--- src/rtl/addr_gen_nd.sv ---
// addr_gen_nd
// N-level nested-loop address generator for L2 RAM read/write streams.
// A start pulse latches the configuration into shadow registers. The block
// then emits one address per accepted beat over a valid/ready handshake.
// Loop 0 is the innermost loop. Each loop i runs cnt = 0..lenth[i] and
// adds gap[i] to its partial address on every step. The emitted address is
// base + sum(loop_addr[i]), taken mod 2^ADDR_W.
//
// Ports
//   clk, rst_n          clock, asynchronous active-low reset
//   cfg_base_addr       stream base address
//   cfg_gap[i]          address stride of loop i
//   cfg_lenth[i]        last counter value of loop i (lenth+1 iterations)
//   cfg_repeat          1: wrap to first beat after last, 0: stop
//   start               one-cycle start pulse (ignored while running)
//   abort               synchronous stop, back to IDLE, no done pulse
//   addr_valid/ready    beat handshake
//   addr, addr_last     current address, final-beat-of-pass flag
//   busy                generator is running
//   done                one-cycle pulse after the final beat is accepted
module addr_gen_nd #(
    parameter int ADDR_W = 13,
    parameter int LOOPS  = 4,
    parameter int CNT_W  = 13
) (
    input  logic                           clk,
    input  logic                           rst_n,
    input  logic [ADDR_W-1:0]              cfg_base_addr,
    input  logic [LOOPS-1:0][ADDR_W-1:0]   cfg_gap,
    input  logic [LOOPS-1:0][CNT_W-1:0]    cfg_lenth,
    input  logic                           cfg_repeat,
    input  logic                           start,
    input  logic                           abort,
    output logic                           addr_valid,
    input  logic                           addr_ready,
    output logic [ADDR_W-1:0]              addr,
    output logic                           addr_last,
    output logic                           busy,
    output logic                           done
);

    typedef enum logic {IDLE, RUN} state_t;

    state_t                          state_q, state_d;
    logic [ADDR_W-1:0]               base_q, base_d;
    logic [LOOPS-1:0][ADDR_W-1:0]    gap_q, gap_d;
    logic [LOOPS-1:0][CNT_W-1:0]     len_q, len_d;
    logic                            rep_q, rep_d;
    logic [LOOPS-1:0][CNT_W-1:0]     cnt_q, cnt_d;
    logic [LOOPS-1:0][ADDR_W-1:0]    laddr_q, laddr_d;
    logic [ADDR_W-1:0]               addr_q, addr_d;
    logic                            last_q, last_d;
    logic                            done_q, done_d;

    // Wrapping sum of base and all per-loop partial addresses.
    function automatic logic [ADDR_W-1:0] addr_sum(
        input logic [ADDR_W-1:0]            b,
        input logic [LOOPS-1:0][ADDR_W-1:0] la
    );
        logic [ADDR_W-1:0] s;
        s = b;
        for (int i = 0; i < LOOPS; i++) begin
            s = s + la[i];
        end
        return s;
    endfunction

    // True when every counter sits at its terminal value (final beat of a pass).
    function automatic logic all_at_len(
        input logic [LOOPS-1:0][CNT_W-1:0] c,
        input logic [LOOPS-1:0][CNT_W-1:0] l
    );
        logic r;
        r = 1'b1;
        for (int i = 0; i < LOOPS; i++) begin
            if (c[i] != l[i]) begin
                r = 1'b0;
            end
        end
        return r;
    endfunction

    always_comb begin
        logic carry;
        state_d = state_q;
        base_d  = base_q;
        gap_d   = gap_q;
        len_d   = len_q;
        rep_d   = rep_q;
        cnt_d   = cnt_q;
        laddr_d = laddr_q;
        addr_d  = addr_q;
        last_d  = last_q;
        done_d  = 1'b0;
        carry   = 1'b1;

        case (state_q)
            IDLE: begin
                // abort wins over start, so a simultaneous pair leaves us idle
                if (start && !abort) begin
                    base_d  = cfg_base_addr;
                    gap_d   = cfg_gap;
                    len_d   = cfg_lenth;
                    rep_d   = cfg_repeat;
                    cnt_d   = '0;
                    laddr_d = '0;
                    addr_d  = cfg_base_addr;
                    last_d  = all_at_len('0, cfg_lenth);
                    state_d = RUN;
                end
            end
            RUN: begin
                if (abort) begin
                    state_d = IDLE;
                    last_d  = 1'b0;
                end else if (addr_ready) begin
                    if (last_q) begin
                        done_d = 1'b1;
                        if (rep_q) begin
                            cnt_d   = '0;
                            laddr_d = '0;
                            addr_d  = base_q;
                            last_d  = all_at_len('0, len_q);
                        end else begin
                            state_d = IDLE;
                            last_d  = 1'b0;
                        end
                    end else begin
                        // Ripple-carry across loops: loop i steps only when
                        // all inner loops are at their terminal value.
                        for (int i = 0; i < LOOPS; i++) begin
                            if (carry) begin
                                if (cnt_q[i] == len_q[i]) begin
                                    cnt_d[i]   = '0;
                                    laddr_d[i] = '0;
                                end else begin
                                    cnt_d[i]   = cnt_q[i] + CNT_W'(1);
                                    laddr_d[i] = laddr_q[i] + gap_q[i];
                                    carry      = 1'b0;
                                end
                            end
                        end
                        addr_d = addr_sum(base_q, laddr_d);
                        last_d = all_at_len(cnt_d, len_q);
                    end
                end
            end
            default: begin
                state_d = IDLE;
            end
        endcase
    end

    always_ff @(posedge clk or negedge rst_n) begin
        if (!rst_n) begin
            state_q <= IDLE;
            base_q  <= '0;
            gap_q   <= '0;
            len_q   <= '0;
            rep_q   <= 1'b0;
            cnt_q   <= '0;
            laddr_q <= '0;
            addr_q  <= '0;
            last_q  <= 1'b0;
            done_q  <= 1'b0;
        end else begin
            state_q <= state_d;
            base_q  <= base_d;
            gap_q   <= gap_d;
            len_q   <= len_d;
            rep_q   <= rep_d;
            cnt_q   <= cnt_d;
            laddr_q <= laddr_d;
            addr_q  <= addr_d;
            last_q  <= last_d;
            done_q  <= done_d;
        end
    end

    // The state register drives valid/busy directly, so they stay registered.
    assign addr_valid = (state_q == RUN);
    assign busy       = (state_q == RUN);
    assign addr       = addr_q;
    assign addr_last  = last_q;
    assign done       = done_q;

endmodule
--- config.mk ---
export PLATFORM = sky130hd
export DESIGN_NAME = addr_gen_nd
export DESIGN_NICKNAME = d
export VERILOG_FILES = /design/src/rtl/addr_gen_nd.sv
export SDC_FILE = /design/constraint.sdc
export NUM_CORES = 1
export LEC_CHECK = 0
export CAP_MARGIN = 10
export CORE_ASPECT_RATIO = 0.7
export CORE_MARGIN = 10
export CORE_UTILIZATION = 29
export DETAILED_ROUTE_END_ITERATION = 6
export GPL_TIMING_DRIVEN = 0
export PLACE_DENSITY = 0.47
export SKIP_CTS_REPAIR_TIMING = 1
export SYNTH_ARGS = -nofsm -noshare
export SYNTH_HDL_FRONTEND = slang
export SYNTH_SLANG_ARGS = --single-unit
export TNS_END_PERCENT = 100
--- constraint.sdc ---
create_clock -name clk -period 7.1 [get_ports clk]
set_input_delay 1.42 -clock clk [delete_from_list [all_inputs] [get_ports clk]]
set_output_delay 1.42 -clock clk [all_outputs]
set_load 0.01 [all_outputs]
==> impl_metrics.py <==
metrics = {
    "clocking": {
        "htree_levels": 1,
        "root_buffer": "clkbuf_16",
        "cts_buffer_depth": 3,
        "cts_tree": "built",
        "clk_latency_ps": 580,
        "clk_pin_slew_worst_paths_ps": 70,
        "numCtsBuffers": 27,
        "clkSinkCount": 238,
    },
    "hold_path": {
        "min_from": "addr[0]",
        "min_path_type": "flop to flop",
        "min_path_cells": 2,
    },
    "detailed_routing": {
        "ant_nets": 0,
        "detail_route.wl_per_cell_um": 23.86,
        "drt-initial-drc-count": 1280,
        "viasPerCell": 5.364,
        "wl_um": 64700,
        "first_pass_iters": 6,
        "vias": 14550,
        "drc": 0,
    },
    "placement": {
        "gp_congestion": 0.9209,
        "dp.cells": 2658,
        "io_buffers": 138,
        "pre_cts_ws_ps": -570.7,
        "place_hpwl_um": 50800,
        "placed_cell_area_um2": 18960,
    },
    "worst_setup_path": {
        "startpoint_type": "flop",
        "r2r_start": "cnt_q[11]",
        "r2r_slack_ps": 260,
        "cp.required_ps": 7540,
        "critPathCaptureType": "flop",
        "cp-startpoint": "cnt_q[11]",
        "arrival_ps": 7290,
        "crit_fanout": 10,
        "r2r_cells": 23,
        "crit_type": "flop to flop",
    },
    "floorplan": {
        "core_area_um2": 56630,
        "start_util_pct": 29.22,
        "die_h_um": 219.9,
        "core.rowCount": 73,
        "die_area_um2": 67170,
        "die_w_um": 305.5,
        "io_pins": 140,
    },
    "sta": {
        "worstMarginPinSlew_ps": 1324,
        "period_share_pct": 96.39,
        "finalHoldViolCount": 0,
        "setup_violations": 0,
        "slew-limit-headroom_pct": 11.76,
        "setup_ws_ps": 256.4,
        "drv_slew": 0,
        "final.setup.tns_ps": 0,
        "rsz0062_at_grt": "false",
        "max_freq_ghz": 0.1461,
        "finalClockSkew_ps": 16.90,
        "fin_crit_ps": 6844,
    },
    "layout": {
        "fin_cells": 2712,
        "area_growth_pct": 21.08,
        "design_area_um2": 20040,
        "final_nets": 2165,
        "layout-drive-gt1-share_pct": 11.13,
        "final_core_util_pct": 35.38,
    },
    "global_route": {
        "grtUsageMet1_pct": 28.13,
        "grtUsageMet3_pct": 5.216,
        "grt_use_total_pct": 18.72,
        "grt_pass1_vias": 14280,
        "grt_pass1_wl_um": 94530,
        "top_usage_layer": "met1",
        "grt_overflow": 0,
        "grt_use_met2_pct": 25.68,
        "antenna_found_initial": 4,
        "grt_max_degree": 108,
    },
    "power": {
        "combPwrFrac_pct": 38.8,
        "p_per_area_nw_per_um2": 275.8,
        "p_int_uw": 3450,
        "clkPwrFrac_pct": 29.1,
        "netSwitchingPower_uw": 2076,
        "ir_drop_mv": 0.1644,
        "p_seq_share_pct": 32.0,
        "p_leak_uw": 0.008145,
        "switching_share_pct": 37.57,
    },
    "yosys": {
        "synth-edff-count": 0,
        "synth.distinct_cells": 87,
        "ys_seq_elements": 238,
        "synth.net_count": 1993,
        "synth_most_common_cell": "dfrtp_1",
        "syn_area_per_cell_um2": 9.370,
        "yosysTopAreaCell": "dfrtp_1",
        "synth.area.top_cells": "dfrtp_1, mux2_2, ha_1",
        "synthCells": 1766,
        "ys_seq_area_share_pct": 35.99,
        "synthTopCellsByCount": "dfrtp_1, nand2_1, o21ai_0, mux2_2, inv_1",
        "syn_area_um2": 16550,
        "ys_async_sr_fraction_pct": 100.0,
        "ys.flop_type": "dfrtp_1",
        "synth-warning-count": 0,
        "netlist.area_leader.share_pct": 35.99,
    },
    "run": {
        "maxCapViolCount": 0,
    },
    "status": {
        "status": "finished, final reports clean",
    },
}
## cells in the final DEF, fill, tap and decap left out, types with 8 or more instances in the layout
master / synthesis / final
a21o_1: 14 / 14
a21oi_1: 66 / 66
a22o_1: 30 / 30
a22oi_1: 16 / 16
a31oi_1: 18 / 18
a32o_1: 8 / 8
and3_1: 20 / 20
buf_2: 13 / 13
clkbuf_1: 72 / 72
clkbuf_16: 0 / 27
clkdlybuf4s50_1: 0 / 137
dfrtp_1: 238 / 238
fa_1: 39 / 39
ha_1: 65 / 65
inv_1: 102 / 102
mux2_2: 104 / 104
mux2i_1: 10 / 10
nand2_1: 181 / 180
nand2b_1: 12 / 12
nand3_1: 42 / 42
nand4_1: 21 / 21
nor2_1: 93 / 92
nor2b_1: 15 / 15
nor3_1: 43 / 40
nor4_1: 33 / 32
nor4b_1: 10 / 10
o211ai_1: 17 / 17
o21ai_0: 155 / 154
o21bai_1: 9 / 9
o31ai_1: 13 / 13
o41ai_1: 19 / 18
or3_1: 12 / 12
xnor2_1: 78 / 78
xor2_1: 62 / 62
## flip-flops by register name, indices dropped and copies added, names as in the netlist
register	cells
addr	13
addr_last	1
addr_valid	1
base_q	13
cnt_q	52
done	1
gap_q	52
laddr_q	52
len_q	52
rep_q	1
## final timing paths
path,end
worst max register to register,addr[12]
worst min-delay path,addr[0]
max in group asynchronous,gap_q[10]
min in group asynchronous,gap_q[47]
worst min register to register,addr[0]
worst max-delay path,addr[12]
## layer usage
| metal | share of wire [%] | vias up |
|---|---|---|
| met5 | 0.020 | - |
| met4 | 2.1 | 2 |
| met3 | 8.6 | 69 |
| met2 | 39 | 512 |
| met1 | 50 | 7258 |
| li1 | - | 6707 |
## power groups by stage
stage               combinational (µW)  clock, µW  sequential, µW
floorplan                         1460          0            1710
global placement                  2090          0            1800
detailed placement                2120          0            1800
CTS                               2130       1650            1770
global route                      2420       1700            1800
finish                            2150       1610            1770
## metrics by stage
| stage | power, µW | hold WS (ps) |
|---|---|---|
| after floorplan | 3169 | 453.8 |
| after global placement | 3892 | 469.4 |
| after detailed placement | 3919 | 473.0 |
| after CTS | 5558 | 487.5 |
| after global routing | 5918 | 511.5 |
| final | 5526 | 478.2 |
## area by class of cell
class                   instances  area, µm²
fillers                      5816      36590
multi-input cells            1322       9803
flip-flops and latches        238       5956
repair buffers                144       1488
well taps                     750      938.4
clock buffers                  38      767.0
plain buffers                 103      471.7
inverters                     102      382.9
clock inverters                12      221.5
diodes                          3      7.507
## worst max-delay path, cell delays in order, from the launching register on
cell and delay (ps):
dfrtp_1 440, xnor2_1 310, nand4_1 250, or3_1 460, buf_4 240, nor3_2 330, clkbuf_2 330, a32o_1 390
fa_1 490, fa_1 530, inv_1 60, fa_1 510, inv_1 70, ha_1 270, a21o_1 100, a21oi_1 90
o21ai_0 280, nand3_1 180, a31oi_1 290, xnor2_1 150, xnor2_1 150, xnor2_1 380, xnor3_1 280, a2bb2oi_1 130
## kinds of logic (layout without fill, tap and decap cells)
kind of cell,count (synthesis),count (layout),share of synthesized area [%]
flops,238,238,35.99
simple gates,524,524,16.03
mux,114,114,7.682
fa+ha+maj,104,104,9.633
xor+xnor,149,149,8.454
buf+inv,206,399,5.119
compound gates,431,431,17.09
other cells,0,3,0
Power figures use the tool's default switching activity.
